--- src/rtl/fetch_pkg.sv ---
// Shared types and constants for the instruction fetch controller.
package fetch_pkg;

  typedef enum logic [1:0] {
    IDLE  = 2'd0,
    REQ   = 2'd1,
    DRAIN = 2'd2,
    ERR   = 2'd3
  } fetch_state_e;

  localparam logic [31:0] NOP_INSTR = 32'h0000_0013;
  localparam logic [31:0] PC_STEP   = 32'd4;

  // Instruction addresses must be word aligned.
  function automatic logic pc_misaligned(input logic [31:0] addr);
    return addr[1:0] != 2'b00;
  endfunction

endpackage

--- src/rtl/fetch_if.sv ---
// Fetch-side bus bundle: pc register block, redirect/stall from the pipeline,
// instruction memory port and the IF/ID buffer outputs.
interface fetch_if;

  logic [31:0] pc;
  logic        pc_write;
  logic [31:0] next_pc;
  logic        stall;
  logic        redirect_valid;
  logic [31:0] redirect_pc;
  logic        imem_req;
  logic [31:0] imem_addr;
  logic        imem_ready;
  logic [31:0] imem_rdata;
  logic        if_valid;
  logic [31:0] if_instr;
  logic [31:0] if_pc;
  logic        fetch_err;

  // The fetch controller side.
  modport master (
    input  pc, stall, redirect_valid, redirect_pc, imem_ready, imem_rdata,
    output pc_write, next_pc, imem_req, imem_addr, if_valid, if_instr, if_pc, fetch_err
  );

  // The environment: pc register block, pipeline and instruction memory.
  modport slave (
    output pc, stall, redirect_valid, redirect_pc, imem_ready, imem_rdata,
    input  pc_write, next_pc, imem_req, imem_addr, if_valid, if_instr, if_pc, fetch_err
  );

endinterface

--- src/rtl/fetch_ctrl.sv ---
// Instruction fetch controller: issues one outstanding memory request at a
// time, fills the IF/ID buffer, handles redirects, and traps on timeout or a
// misaligned redirect target.
//
//   state | meaning
//   ------+-------------------------------------------------------------
//   IDLE  | one quiet cycle after reset, no request
//   REQ   | fetching from pc; responses fill the IF/ID buffer
//   DRAIN | waiting out a request abandoned by a redirect; response dropped
//   ERR   | sticky fault; only reset leaves
module fetch_ctrl
  import fetch_pkg::*;
#(
  parameter int unsigned TIMEOUT_CYCLES = 255
) (
  input  logic   clk,
  input  logic   reset,
  fetch_if.master bus
);

  localparam int unsigned CNT_W = $clog2(TIMEOUT_CYCLES + 1);

  fetch_state_e     state_q;
  logic             if_valid_q;
  logic [31:0]      if_instr_q;
  logic [31:0]      if_pc_q;
  logic [31:0]      drain_addr_q;
  logic [CNT_W-1:0] cnt_q;
  logic [CNT_W-1:0] cnt_d;
  logic             fetch_err_q;

  logic        req;
  logic [31:0] addr;
  logic        pc_wr;
  logic [31:0] npc;
  logic        redir_ok;
  logic        redir_bad;
  logic        accept;
  logic        unanswered;
  logic        consume;
  logic        timeout_hit;

  assign redir_ok    = bus.redirect_valid && !pc_misaligned(bus.redirect_pc);
  assign redir_bad   = bus.redirect_valid &&  pc_misaligned(bus.redirect_pc);
  assign accept      = req && bus.imem_ready;
  assign unanswered  = req && !bus.imem_ready;
  assign consume     = if_valid_q && !bus.stall;
  assign cnt_d       = cnt_q + CNT_W'(1);
  assign timeout_hit = unanswered && (cnt_d == CNT_W'(TIMEOUT_CYCLES));

  // Request and pc-update decode; reset silences both immediately.
  // A request raised in REQ always sees an empty buffer on the following
  // cycle (it was empty or got consumed), so it stays up until answered.
  always_comb begin
    req   = 1'b0;
    addr  = bus.pc;
    pc_wr = 1'b0;
    npc   = bus.pc;
    if (!reset) begin
      unique case (state_q)
        REQ:     req = !if_valid_q || !bus.stall;
        DRAIN: begin
          req  = 1'b1;
          addr = drain_addr_q;
        end
        default: ;
      endcase
      if (state_q != ERR && redir_ok) begin
        pc_wr = 1'b1;
        npc   = bus.redirect_pc;
      end else if (state_q == REQ && !bus.redirect_valid && accept) begin
        pc_wr = 1'b1;
        npc   = bus.pc + PC_STEP;
      end
    end
  end

  // FSM, IF/ID buffer, drain address, timeout counter and sticky error.
  always_ff @(posedge clk) begin
    if (reset) begin
      state_q      <= IDLE;
      if_valid_q   <= 1'b0;
      if_instr_q   <= NOP_INSTR;
      if_pc_q      <= '0;
      drain_addr_q <= '0;
      cnt_q        <= '0;
      fetch_err_q  <= 1'b0;
    end else begin
      unique case (state_q)
        IDLE: begin
          if (redir_bad) begin
            state_q     <= ERR;
            fetch_err_q <= 1'b1;
            if_valid_q  <= 1'b0;
          end else begin
            state_q <= REQ;
            if (bus.redirect_valid) if_valid_q <= 1'b0;
          end
        end
        REQ, DRAIN: begin
          if (bus.redirect_valid) begin
            cnt_q      <= '0;
            if_valid_q <= 1'b0;
            if (redir_bad) begin
              state_q     <= ERR;
              fetch_err_q <= 1'b1;
            end else if (state_q == REQ && unanswered) begin
              drain_addr_q <= bus.pc;
              state_q      <= DRAIN;
            end else if (state_q == DRAIN && bus.imem_ready) begin
              // The abandoned response arrived this cycle; nothing left to drain.
              state_q <= REQ;
            end
          end else if (accept) begin
            cnt_q <= '0;
            if (state_q == REQ) begin
              if_valid_q <= 1'b1;
              if_instr_q <= bus.imem_rdata;
              if_pc_q    <= bus.pc;
            end else begin
              state_q <= REQ;
              if (consume) if_valid_q <= 1'b0;
            end
          end else begin
            if (consume) if_valid_q <= 1'b0;
            if (timeout_hit) begin
              state_q     <= ERR;
              fetch_err_q <= 1'b1;
              if_valid_q  <= 1'b0;
            end else if (unanswered) begin
              cnt_q <= cnt_d;
            end
          end
        end
        ERR: begin
          fetch_err_q <= 1'b1;
          if_valid_q  <= 1'b0;
        end
      endcase
    end
  end

  assign bus.imem_req  = req;
  assign bus.imem_addr = addr;
  assign bus.pc_write  = pc_wr;
  assign bus.next_pc   = npc;
  assign bus.if_valid  = if_valid_q;
  assign bus.if_instr  = if_instr_q;
  assign bus.if_pc     = if_pc_q;
  assign bus.fetch_err = fetch_err_q;

endmodule

--- src/flat_wrapper.sv ---
// flat-port wrapper written by rule: the top's interface ports become plain ports
module fetch_ctrl_flat import fetch_pkg::*;
#(
  parameter int unsigned TIMEOUT_CYCLES = 255
)
  (clk, reset, bus_pc, bus_stall, bus_redirect_valid, bus_redirect_pc, bus_imem_ready, bus_imem_rdata, bus_pc_write, bus_next_pc, bus_imem_req, bus_imem_addr, bus_if_valid, bus_if_instr, bus_if_pc, bus_fetch_err);
  fetch_if bus_i ();
  input  logic clk;
  input  logic reset;
  input wire logic [$bits(bus_i.pc)-1:0] bus_pc;
  input wire logic [$bits(bus_i.stall)-1:0] bus_stall;
  input wire logic [$bits(bus_i.redirect_valid)-1:0] bus_redirect_valid;
  input wire logic [$bits(bus_i.redirect_pc)-1:0] bus_redirect_pc;
  input wire logic [$bits(bus_i.imem_ready)-1:0] bus_imem_ready;
  input wire logic [$bits(bus_i.imem_rdata)-1:0] bus_imem_rdata;
  output wire logic [$bits(bus_i.pc_write)-1:0] bus_pc_write;
  output wire logic [$bits(bus_i.next_pc)-1:0] bus_next_pc;
  output wire logic [$bits(bus_i.imem_req)-1:0] bus_imem_req;
  output wire logic [$bits(bus_i.imem_addr)-1:0] bus_imem_addr;
  output wire logic [$bits(bus_i.if_valid)-1:0] bus_if_valid;
  output wire logic [$bits(bus_i.if_instr)-1:0] bus_if_instr;
  output wire logic [$bits(bus_i.if_pc)-1:0] bus_if_pc;
  output wire logic [$bits(bus_i.fetch_err)-1:0] bus_fetch_err;
  assign bus_i.pc = bus_pc;
  assign bus_i.stall = bus_stall;
  assign bus_i.redirect_valid = bus_redirect_valid;
  assign bus_i.redirect_pc = bus_redirect_pc;
  assign bus_i.imem_ready = bus_imem_ready;
  assign bus_i.imem_rdata = bus_imem_rdata;
  assign bus_pc_write = bus_i.pc_write;
  assign bus_next_pc = bus_i.next_pc;
  assign bus_imem_req = bus_i.imem_req;
  assign bus_imem_addr = bus_i.imem_addr;
  assign bus_if_valid = bus_i.if_valid;
  assign bus_if_instr = bus_i.if_instr;
  assign bus_if_pc = bus_i.if_pc;
  assign bus_fetch_err = bus_i.fetch_err;
  fetch_ctrl #(.TIMEOUT_CYCLES(TIMEOUT_CYCLES)) u_core (.clk(clk), .reset(reset), .bus(bus_i));
endmodule
--- config.mk ---
export PLATFORM = sky130hd
export DESIGN_NAME = fetch_ctrl_flat
export DESIGN_NICKNAME = d
export VERILOG_FILES = /design/src/rtl/fetch_pkg.sv /design/src/rtl/fetch_if.sv /design/src/rtl/fetch_ctrl.sv /design/src/flat_wrapper.sv
export SDC_FILE = /design/constraint.sdc
export NUM_CORES = 1
export LEC_CHECK = 0
export BUFFER_PORTS_ARGS = -buffer_cell sky130_fd_sc_hd__buf_2
export CAP_MARGIN = 10
export CORE_ASPECT_RATIO = 2
export CORE_MARGIN = 2
export CORE_UTILIZATION = 52
export DETAILED_ROUTE_END_ITERATION = 7
export PLACE_DENSITY = 0.86
export SYNTH_ARGS = -nofsm -noshare
export SYNTH_HDL_FRONTEND = slang
export SYNTH_SLANG_ARGS = --single-unit
--- constraint.sdc ---
create_clock -name clk -period 5.6 [get_ports clk]
set_input_delay 1.4 -clock clk [delete_from_list [all_inputs] [get_ports clk]]
set_output_delay 1.4 -clock clk [all_outputs]
set_load 0.03 [all_outputs]
==> results of run 1 <==
-- synthesized netlist by cell type, drive strengths merged (7+ instances only) --
library cell,count,area [µm²]
buf,27,146
inv,11,41.3
a31oi,12,75.1
nand3,21,105
mux2,28,315
nand4,7,73.8
clkbuf,33,125
dfxtp,108,2160
nor2,41,154
nand2,218,818
o21ai,25,133
and2,8,51.3
ha,9,113
o22a,16,140
and3,8,51.3
a21oi,137,689
-- path summary, 6_finish.rpt --
check / from / to / depth (start not counted)
worst max-delay path: bus_redirect_valid / bus_next_pc[18] / 8
worst min register to register: u_core.bus.if_instr[25]$_SDFFE_PP0P_ / u_core.bus.if_instr[25]$_SDFFE_PP0P_ / 2
worst min-delay path: u_core.bus.if_instr[25]$_SDFFE_PP0P_ / u_core.bus.if_instr[25]$_SDFFE_PP0P_ / 2
worst max register to register: u_core.state_q[0]$_SDFFE_PP0P_ / u_core.drain_addr_q[7]$_SDFFE_PP0P_ / 9
-- stage by stage --
stage / instance area (µm²) / hold WS, ns / worst slack (ns)
after floorplan: 5800 / 0.433 / 0.738
after global placement: 6960 / 0.438 / 0.603
after detailed placement: 6960 / 0.443 / 0.528
after CTS: 7250 / 0.454 / 0.530
after global routing: 7250 / 0.469 / 0.357
final: 7250 / 0.452 / 0.478
-- flip-flops by register name, summed over array words and instances (netlist names) --
name,cells
u_core.bus.fetch_err,1
u_core.bus.if_instr,32
u_core.bus.if_pc,32
u_core.bus.if_valid,1
u_core.cnt_q,8
u_core.drain_addr_q,32
u_core.state_q,2
-- cells by family (layout without fill, tap and decap cells) --
group | count (synthesis) | after routing | synth area share
compound gates | 224 | 224 | 0.229
fa+ha+maj | 9 | 9 | 0.0194
simple gates | 339 | 339 | 0.270
flops | 108 | 108 | 0.373
mux | 28 | 28 | 0.0544
buf+inv | 71 | 268 | 0.0540
-- power groups by stage --
stage / logic [mW] / clock network (mW) / registers (mW)
after floorplan: 0.324 / 0 / 0.850
after global placement: 0.513 / 0 / 0.822
after detailed placement: 0.517 / 0 / 0.823
after CTS: 0.519 / 0.624 / 0.805
after global routing: 0.556 / 0.655 / 0.808
final: 0.523 / 0.619 / 0.805
-- area by class of cell --
cell class	instances	area, µm²	share of cell area
repair buffers	241	1240	0.172
flip-flops and latches	108	2160	0.298
clock buffers	9	225	0.0311
multi-input cells	600	3340	0.461
inverters	11	41.3	0.00570
well taps	140	175	0.0242
clock inverters	7	57.6	0.00794
-- routing by layer --
layer  global-route usage  wire length [µm]  vias to the layer above
li1                     -                 -                     3086
met1                0.312              6920                     2951
met2                0.555              9940                      270
met3               0.0502              1090                       64
met4                0.172               889                        0
met5                    0                 0                        -
-- placed cells by master (no fill, tap or decap), drive strengths merged, types with 7 or more instances in the layout --
cell type / instances
buf: 241
nand2: 218
a21oi: 137
dfxtp: 108
nor2: 41
mux2: 28
o21ai: 25
nand3: 21
o22a: 16
inv: 14
a31oi: 12
ha: 9
clkbuf: 9
and3: 8
and2: 8
nand4: 7
-- worst register-to-register path, delay by kind of cell (launching register included) --
| kind | cells | cell delay [ns] |
|---|---|---|
| and+or+nand+nor | 5 | 1.44 |
| buffers and inverters | 2 | 0.48 |
| adders and majority gates | 1 | 0.42 |
| DFF | 1 | 0.39 |
| AOI/OAI and AO/OA | 1 | 0.13 |
==> flow_metrics.tcl, run 1 <==
set metrics [dict create \
    layout_min_cycle_time_ns 5.12 \
    antenna_found_initial 0 \
    cts_resized 0 \
    cts.path.max_buffers 2 \
    syn_avg_cell_area_um2 7.44 \
    ys_seq_area_frac 0.373 \
    total_power_mw 1.95 \
    io_pins 233 \
    finClkSkew_ns 0.0110 \
    core_area_um2 10900 \
    cts.clk_slew.worst_paths_ns 0.08 \
    clockPowerShare 0.318 \
    num_rows 54 \
    ys_types 63 \
    cp_common_cell "buf_2" \
    crit_chain "buf_2 -> and2b_1 -> nand4_4 -> nor3_1 -> nand3_1 -> a21oi_1 -> o22a_1 -> buf_2" \
    peakVddDrop_mv 0.248 \
    die_h_um 153 \
    fin_cells 1116 \
    hold_violations 0 \
    rsz0062_at_grt "false" \
    cts_tree "done" \
    die_w_um 78.7 \
    final_nets 1081 \
    first_iter_violations 552 \
    setup.worst_path.class "in -> out" \
    grt_max_degree 145 \
    clock_sinks 108 \
    dieArea_um2 12100 \
    critPathBufInv 2 \
    grt_first_pass_wirelength_mm 29.0 \
    wire_per_inst_um 16.9 \
    antenna_cells 0 \
    ys_ff_latch 108 \
    tns_ns 0 \
    fin_util 0.666 \
    tightestPinTransition_ns 0.754 \
    clock_latency_ns 0.35 \
    synth_edf_count 0 \
    leakage_nw 3.00 \
    critical_path.max_stage_delay_ns 0.78 \
    postRouteAntennaNets 0 \
    syn-instance-count 779 \
    gp_congestion 0.891 \
    syn_to_final_growth_pct 25.0 \
    cts_buffers 9 \
    post_cts_buffers 0 \
    portBuffers 232 \
    via_per_inst 5.71 \
    hold_class "reg -> reg" \
    track_usage 0.302 \
    gr-total-overflow 0 \
    report.final.slew_viol_count 0 \
    comb_power_share 0.268 \
    startpoint_type "input pin" \
    dp_hpwl_mm 13.4 \
    filler_cell_count 990 \
    ys.flop_type "dfxtp_1" \
    path_delay_family "simple AND/OR/NAND/NOR gates" \
    start_util 0.533 \
    timing.max_cap.violations 0 \
    netSwitchingFraction 0.349 \
    cp_data_required_time_ns 4.20 \
    status "finished, final reports clean" \
    crit_arrival_ns 3.72 \
    postCtsHoldBufs 0 \
    cts.htree.levels 3 \
    netlist_area_um2 5800 \
    internal-power_mw 1.27 \
    p_per_area_nw_per_um2 269 \
    drive_above_1_share 0.318 \
    drc 0 \
    setup_viol 0 \
    cp-end-kind "primary output" \
    ys_warn_count 0 \
    dp.cells 1100 \
    slew_headroom 0.493 \
    cts_root_buffer "clkbuf_16" \
    fin_crit_sh 0.915 \
    synthArstFlopShare 0 \
    cp_max_fo 26 \
    reg2reg_slack_ns 2.68 \
    seq_power_share 0.414 \
    drt-total-wl_mm 18.8 \
    switchingPower_uw 679 \
    dr.pass1.iters 5 \
    vias 6371 \
    critPathSlowestCell "nor3_1" \
    max_freq_ghz 0.195 \
    synth_nets 889 \
    first_global_vias 6060 \
]
No activity file was read; power rests on OpenSTA's default activity.
==> run 2, diff against run 1 <==
Settings changed: CORE_UTILIZATION 52 to 44, PLACE_DENSITY 0.86 to 0.78.
Clock period 5.6 ns to 4.1 ns, I/O delays scaled along.
==> run 2 against run 1 <==
Clock-buffer cell count stayed put. Register-to-register slack worse by 1.3 ns. Critical path depth stayed put. First-iteration DRC count is 39% lower. Global-route usage is 3.7 points lower. Clock skew is 0.0068 ns higher. Hold slack better by 0.00071 ns. Via count is 0.94% higher. Flip-flop and latch count stayed put. Highest routed layer unchanged.
==> flow_metrics.tcl, run 2 (synthesis gave the netlist of run 1 again) <==
set metrics [dict create \
    cts.path.max_buffers 2 \
    antenna_cells 0 \
    worst_hold_path.num_cells 2 \
    postRouteAntennaNets 0 \
    comb_power_share 0.271 \
    io_pins 233 \
    final_common_cell "buf_2" \
    reg2reg_slack_ns 1.39 \
    dpl_cell_area_um2 7210 \
    vias 6431 \
    track_usage 0.265 \
    cp-end-kind "primary output" \
    netSwitchingFraction 0.355 \
    hold_violations 0 \
    slew_headroom 0.343 \
    tightestPinTransition_ns 0.985 \
    fin_cells 1157 \
    cts_root_buffer "clkbuf_16" \
    num_rows 59 \
    total_power_mw 2.75 \
    cts.htree.levels 3 \
    grt_max_degree 93 \
    dp_hpwl_mm 14.1 \
    rr_worst_depth 9 \
    first_iter_violations 338 \
    max_freq_ghz 0.253 \
    fin_area_um2 7550 \
    setup.worst_path.class "in -> out" \
    r2r-end "u_core.drain_addr_q[16]$_SDFFE_PP0P_" \
    hold-path-endpoint "u_core.bus.if_pc[14]$_SDFFE_PP0P_" \
    internal-power_mw 1.77 \
    switchingPower_uw 978 \
    via_per_inst 5.56 \
    setup_viol 0 \
    clock_sinks 108 \
    r2r-start "u_core.state_q[0]$_SDFFE_PP0P_" \
    drc 0 \
    antenna_found_initial 0 \
    wire_per_inst_um 16.9 \
    drt-total-wl_mm 19.6 \
    syn_to_final_growth_pct 30.3 \
    die_w_um 85.2 \
    startpoint_type "input pin" \
    fin_util 0.584 \
    peakVddDrop_mv 0.250 \
    place_ws_ns 0.127 \
    final_nets 1110 \
    hold_class "reg -> reg" \
    portBuffers 232 \
    layout_common_cells "231 x buf_2, 218 x nand2_1, 135 x a21oi_1" \
    clockPowerShare 0.329 \
    worst_slack_ns 0.144 \
    start_util 0.449 \
    dr.pass1.iters 5 \
    timing.max_cap.violations 0 \
    gr-total-overflow 0 \
    p_per_area_nw_per_um2 365 \
    layout_min_cycle_time_ns 3.96 \
    clock_latency_ns 0.36 \
    report.final.slew_viol_count 0 \
    cts_buffers 9 \
    drive_above_1_share 0.340 \
    die_h_um 166 \
    finClkSkew_ns 0.0178 \
    dp.cells 1141 \
    core_area_um2 12900 \
    tns_ns 0 \
    seq_power_share 0.400 \
    cts.clk_slew.worst_paths_ns 0.08 \
    grt_first_pass_wirelength_mm 30.4 \
    rsz0062_at_grt "false" \
    cp_data_required_time_ns 3.07 \
    cts_tree "done" \
    dieArea_um2 14200 \
    status "finished, final reports clean" \
    gp_congestion 0.937 \
    cp_max_fo 7 \
    first_global_vias 6006 \
    leakage_nw 3.16 \
    worst_hold_slack_ns 0.453 \
    crit_arrival_ns 2.93 \
    min-delay-start "u_core.bus.if_pc[14]$_SDFFE_PP0P_" \
    fin_crit_sh 0.965 \
]
[run 2: worst max-delay path by stage]
stage,end,slack (ns),startpoint,depth (start not counted)
global placement,bus_next_pc[19],0.15,bus_redirect_valid,9
detailed placement,bus_next_pc[19],0.13,bus_redirect_valid,9
global route,bus_next_pc[6],0.001,u_core.state_q[0]$_SDFFE_PP0P_,10
finish,bus_next_pc[28],0.14,bus_pc[13],8
CTS,bus_next_pc[6],0.03,u_core.state_q[0]$_SDFFE_PP0P_,10
floorplan,bus_next_pc[2],0.18,bus_redirect_pc[0],8
[run 2: cell type report]
| cell class | instances | area [µm²] |
|---|---|---|
| fillers | 1276 | 5370 |
| multi-input cells | 600 | 3360 |
| flip-flops and latches | 108 | 2160 |
| repair buffers | 270 | 1480 |
| clock buffers | 9 | 225 |
| well taps | 152 | 190 |
| clock inverters | 7 | 88.8 |
| inverters | 11 | 41.3 |
[run 2: critical path, cell delays in order]
cell and delay [ns]:
buf_2 0.14, and3_2 0.27, nand4_4 0.19, or4_4 0.61, o21ai_2 0.13, a21oi_1 0.09
a311oi_2 0.23, buf_2 0.24
[run 2: metal layers]
layer	vias up	wire, µm	global-route usage
met5	-	0	0
met4	0	645	0.120
met3	43	984	0.0278
met2	232	10500	0.484
met1	3013	7430	0.300
li1	3143	-	-
[run 2: power by group through the flow]
stage               sequential (mW)  combinational [mW]  clock (mW)
floorplan                      1.16               0.444           0
global placement               1.12               0.723           0
detailed placement             1.12               0.727           0
CTS                            1.10               0.731       0.923
global route                   1.10               0.798       0.961
finish                         1.10               0.747       0.906
[run 2: timing repair]
action | CTS | global route
endpoints found under the setup margin | 1 | 16
endpoints found under the hold margin | 0 | 0
buffers inserted | 0 | 0
pin swaps | 0 | 0
hold buffers | 0 | 0
gates cloned | 0 | 0
gates resized for setup | 1 | 3
